[src/rtl/uart_rx.sv]
// UART receiver: 8N1 frames, mid-bit sampling after a 2-flop synchronizer.
// state     | meaning
// IDLE      | line idle, waiting for rx_s low
// START     | counting to mid start bit, rejects glitches
// DATA      | sampling 8 data bits LSB first
// STOP      | sampling stop bit, emits valid or frame_err
// WAIT_HIGH | after a framing error, waits for the line to return high
module uart_rx #(
  parameter int CLKS_PER_BIT = 16
) (
  input  logic       clk,
  input  logic       rst,
  input  logic       rx,
  output logic [7:0] data_out,
  output logic       valid,
  output logic       frame_err,
  output logic       busy
);

  localparam int CNT_W = $clog2(CLKS_PER_BIT);
  localparam logic [CNT_W-1:0] HALF_LAST = CNT_W'(CLKS_PER_BIT / 2 - 1);
  localparam logic [CNT_W-1:0] BIT_LAST  = CNT_W'(CLKS_PER_BIT - 1);

  typedef enum logic [2:0] {
    IDLE,
    START,
    DATA,
    STOP,
    WAIT_HIGH
  } state_t;

  state_t           state, state_nx;
  logic [CNT_W-1:0] cnt, cnt_nx;
  logic [2:0]       bit_idx, bit_idx_nx;
  logic [7:0]       shift_reg, shift_nx;
  logic [7:0]       data_nx;
  logic             valid_nx, frame_err_nx;
  logic             rx_meta, rx_s;

  // Idle-high reset value keeps the synchronizer from faking a start bit.
  always_ff @(posedge clk or posedge rst) begin
    if (rst) begin
      rx_meta <= 1'b1;
      rx_s    <= 1'b1;
    end else begin
      rx_meta <= rx;
      rx_s    <= rx_meta;
    end
  end

  always_ff @(posedge clk or posedge rst) begin
    if (rst) begin
      state     <= IDLE;
      cnt       <= '0;
      bit_idx   <= '0;
      shift_reg <= '0;
      data_out  <= '0;
      valid     <= 1'b0;
      frame_err <= 1'b0;
    end else begin
      state     <= state_nx;
      cnt       <= cnt_nx;
      bit_idx   <= bit_idx_nx;
      shift_reg <= shift_nx;
      data_out  <= data_nx;
      valid     <= valid_nx;
      frame_err <= frame_err_nx;
    end
  end

  always_comb begin
    state_nx     = state;
    cnt_nx       = cnt + CNT_W'(1);
    bit_idx_nx   = bit_idx;
    shift_nx     = shift_reg;
    data_nx      = data_out;
    valid_nx     = 1'b0;
    frame_err_nx = 1'b0;
    case (state)
      IDLE: begin
        cnt_nx = '0;
        if (!rx_s) begin
          state_nx   = START;
          bit_idx_nx = '0;
        end
      end
      START: begin
        if (cnt == HALF_LAST) begin
          cnt_nx   = '0;
          state_nx = rx_s ? IDLE : DATA;
        end
      end
      DATA: begin
        if (cnt == BIT_LAST) begin
          cnt_nx            = '0;
          shift_nx[bit_idx] = rx_s;
          if (bit_idx == 3'd7) state_nx = STOP;
          else bit_idx_nx = bit_idx + 3'd1;
        end
      end
      STOP: begin
        if (cnt == BIT_LAST) begin
          cnt_nx = '0;
          if (rx_s) begin
            data_nx  = shift_reg;
            valid_nx = 1'b1;
            state_nx = IDLE;
          end else begin
            frame_err_nx = 1'b1;
            state_nx     = WAIT_HIGH;
          end
        end
      end
      WAIT_HIGH: begin
        cnt_nx = '0;
        if (rx_s) state_nx = IDLE;
      end
      default: begin
        cnt_nx   = '0;
        state_nx = IDLE;
      end
    endcase
  end

  assign busy = (state != IDLE);

endmodule

[config.mk]
export PLATFORM = sky130hd
export DESIGN_NAME = uart_rx
export DESIGN_NICKNAME = d
export VERILOG_FILES = /design/src/rtl/uart_rx.sv
export SDC_FILE = /design/constraint.sdc
export NUM_CORES = 1
export LEC_CHECK = 0
export ABC_AREA = 1
export BUFFER_PORTS_ARGS = -buffer_cell sky130_fd_sc_hd__buf_2
export CAP_MARGIN = 10
export CORE_UTILIZATION = 26
export CTS_BUF_LIST = sky130_fd_sc_hd__clkbuf_16
export CTS_CLUSTER_SIZE = 40
export DETAILED_ROUTE_END_ITERATION = 10
export PLACE_DENSITY_LB_ADDON = 0.2
export SYNTH_ARGS = -nofsm -noshare
export SYNTH_HDL_FRONTEND = slang
export SYNTH_SLANG_ARGS = --single-unit
[constraint.sdc]
create_clock -name clk -period 1.25 [get_ports clk]
set_input_delay 0.0625 -clock clk [delete_from_list [all_inputs] [get_ports clk]]
set_output_delay 0.0625 -clock clk [all_outputs]
set_load 0.02 [all_outputs]
==> run_results.csv <==
group,metric,value,unit
sta,timing_worst_slew_pin_value,0.384,ns
clocking,path_clk_slew,0.05,ns
power_and_ir_drop,p_leak,0.896,nW
yosys,synth_most_common_cell,"sky130_fd_sc_hd__nand2_1",
min_path,worst_hold_path_type,"reg -> reg",
yosys,synthesis.area_per_instance,9.13,µm²
yosys,synth-async-reset-ratio,100,%
run,maxCapViolCount,0,
power_and_ir_drop,power.density_cell_area,1730,nW/µm²
yosys,yosys.area.top_type,"sky130_fd_sc_hd__dfrtp_1",
clocking,ctsHtreeMaxLevel,2,
yosys,count_of_synthesis_stage_warnings_from_yosys,0,
yosys,mappedNetlistNets,157,
clocking,cts_num_sinks,30,
sta,final_critical_path_setup_slack,-0.143,ns
yosys,synthDistinctLibCells,22,
detailed_routing,routed_via_density,4.45,
setup_path,worst_r2r_path_depth,8,
setup_path,path_class,"reg -> reg",
placement,dp_hpwl,1.90,mm
setup_path,start_kind,"register",
min_path,worst_hold_path.endpoint,"rx_s",
die,chipHeight,74.8,µm
cells_and_area,flow.area_growth_from_synthesis,37.4,%
detailed_routing,drtIter0Drc,57,
setup_path,critical_path_arrival,1.55,ns
global_routing,grt_overflow,0,
die,die_width,74.8,µm
min_path,holdCritStartpoint,"rx_meta",
sta,report.final.setup_viol,15,
yosys,dominantRegCellSynth,"sky130_fd_sc_hd__dfrtp_1",
power_and_ir_drop,final_power,3.28,mW
placement,detailed_place.area,1630,µm²
yosys,syn-instance-count,151,
sta,setup-tns-final,-1.16,ns
setup_path,crit_path_cell_trace,"ha_4, nand3_4, buf_6, nor2_4, buf_4, nand3_2, nand2_1, o21ai_1",
yosys,post-synth-top-area-fraction,50.8,%
setup_path,end_of_the_worst_register_to_register_path,"shift_reg[1]",
detailed_routing,routedWlPerCell,11.1,µm
die,placeableCoreArea,5110,µm²
sta,slew_violations,0,
yosys,synth-seq-cells,30,
cells_and_area,multi_input_area,634,µm²
yosys,seq_area_frac_synth,54.6,%
detailed_routing,detail_route.wirelength,2.89,mm
detailed_routing,drt_pre_antenna_iters,4,
sta,clock_skew,0.00533,ns
setup_path,worst-path-max-fanout,6,
detailed_routing,postRouteAntennaNets,0,
yosys,netlist_top_cells_count,"sky130_fd_sc_hd__nand2_1 (40), sky130_fd_sc_hd__dfrtp_1 (28), sky130_fd_sc_hd__nand3_1 (14), sky130_fd_sc_hd__nor2_1 (13)",
setup_path,worst-path-buf-inv,2,
power_and_ir_drop,worst_ir_drop_vdd,813,µV
sta,max_clock_freq,0.718,GHz
global_routing,grt_max_degree,31,
setup_path,crit_required,1.41,ns
die,design.portCount,14,
placement,io_buffers,13,
sta,rsz0062_at_grt,"yes",
global_routing,global_route_wire_length_before_repair,4.60,mm
cells_and_area,fillerInstances,513,
die,floorplan.initialDensity,27.0,%
clocking,insertion_delay,0.27,ns
cells_and_area,final-seq-area,753,µm²
global_routing,first_global_vias,1033,
sta,max_slew_margin,74.4,%
detailed_routing,routed-via-count,1156,
cells_and_area,final_cell_area,1890,µm²
clocking,cts_max_path_buffers,2,
setup_path,worst-r2r-setup-slack,-0.14,ns
cells_and_area,insertedDiodeCount,0,
clocking,numCtsBuffers,5,
cells_and_area,nets,195,
sta,final-hold-violation-count,0,
cells_and_area,layout_cells_sized_above_1,36.8,%
sta,min_cycle_time_layout,1.39,ns
global_routing,antenna_found_initial,0,
setup_path,critical-path-max-stage-delay,0.41,ns
clocking,cts_tree,"done",
setup_path,critical_path.reg2reg.startpoint,"cnt[1]",
clocking,clockRootBuffer,"sky130_fd_sc_hd__clkbuf_16",
setup_path,critical-path-top-delay-family,"flip-flops",
status,failed_checks,"setup timing",
yosys,ys_top_cells_by_area,"sky130_fd_sc_hd__dfrtp_1 (51%), sky130_fd_sc_hd__nand2_1 (11%), sky130_fd_sc_hd__nand3_1 (5.1%)",
setup_path,endpoint_kind,"register",
global_routing,grtUsageTotal,11.5,%
placement,gp_congestion,0.779,
setup_path,crit_path_top_delay_cell,"sky130_fd_sc_hd__dfrtp_1",
die,die_area,5600,µm²
yosys,synth_enable_flop_cells,0,
sta,hold_slack,0.353,ns
detailed_routing,drc_errors,0,
sta,period_share,111,%
min_path,timing.hold.worst_path_depth,0,
yosys,syn-cell-area,1380,µm²
status,run_status,"finished with violations",
die,row_count,26,
how the worst max path moves through the flow:
stage	cells after the start	slack [ns]	to	startpoint
after floorplan	8	-0.06	bit_idx[0]	bit_idx[0]
after global placement	7	-0.15	data_out[2]	cnt[0]
after detailed placement	7	-0.17	data_out[2]	cnt[1]
after CTS	8	-0.09	bit_idx[1]	bit_idx[0]
after global routing	8	-0.20	shift_reg[5]	cnt[1]
final	8	-0.14	shift_reg[1]	cnt[1]
layout by cell type, fill, tap and decap left out, types with 4 or more instances in the layout:
master,netlist,routed
sky130_fd_sc_hd__buf_4,0,16
sky130_fd_sc_hd__dfrtp_1,28,28
sky130_fd_sc_hd__clkbuf_16,0,5
sky130_fd_sc_hd__inv_1,11,11
sky130_fd_sc_hd__nand3_2,3,4
sky130_fd_sc_hd__nor2_2,4,8
sky130_fd_sc_hd__nand2_1,40,39
sky130_fd_sc_hd__nand3_1,14,11
sky130_fd_sc_hd__inv_2,4,4
sky130_fd_sc_hd__o21ai_1,11,11
sky130_fd_sc_hd__nor2_1,13,9
sky130_fd_sc_hd__buf_2,0,12
through the flow:
stage               std cells  util [%]  worst slack [ns]
floorplan                 151         -           -0.0558
global placement          247      31.9            -0.153
detailed placement        247      31.9            -0.173
CTS                       257      36.2           -0.0903
global route              260      37.1            -0.200
finish                    260      37.1            -0.143
worst reg2reg max path, delay by kind of cell, from the launching register on:
kind            cells  cell delay (ns)
flops               1             0.41
compound gates      1             0.05
fa+ha+maj           1             0.18
simple gates        4             0.37
buf+inv             2             0.27
where the power goes:
group          switching (mW)  internal (mW)  total, mW
logic                   0.569          0.406      0.975
registers               0.126           1.08       1.20
clock network           0.389          0.716       1.11
cells by family after synthesis:
kind of cell,after synthesis,synth area share (%)
adders and majority gates,3,2.72
DFF,30,54.6
xor gates and xnor gates,1,0.635
AOI/OAI and AO/OA,17,6.99
and+or+nand+nor,83,29.3
buffers and inverters,17,5.72
metal layers:
metal	vias to the layer above	track usage, %	wire length, µm
met2	36	18.7	1380
met1	546	13.4	1280
li1	569	-	-
met3	5	4.02	160
met4	0	5.66	59
met5	-	0	0
cell type report:
cell class | count | share of cell area [%]
multi-input combinational | 105 | 33.5
clock buffer | 5 | 6.61
sequential | 30 | 39.8
clock inverter | 3 | 0.661
tap | 70 | 4.62
inverter | 15 | 3.10
timing repair buffer | 32 | 11.8
what timing repair did:
item / in CTS / in global routing
cloned: 0 / 1
endpoints found under the setup margin: 22 / 24
hold buffers: 2 / 0
pin swaps: 8 / 8
setup buffers: 0 / 2
gates resized for setup: 11 / 6
hold endpoints to repair: 29 / 0
No activity file was read; power rests on OpenSTA's default activity.
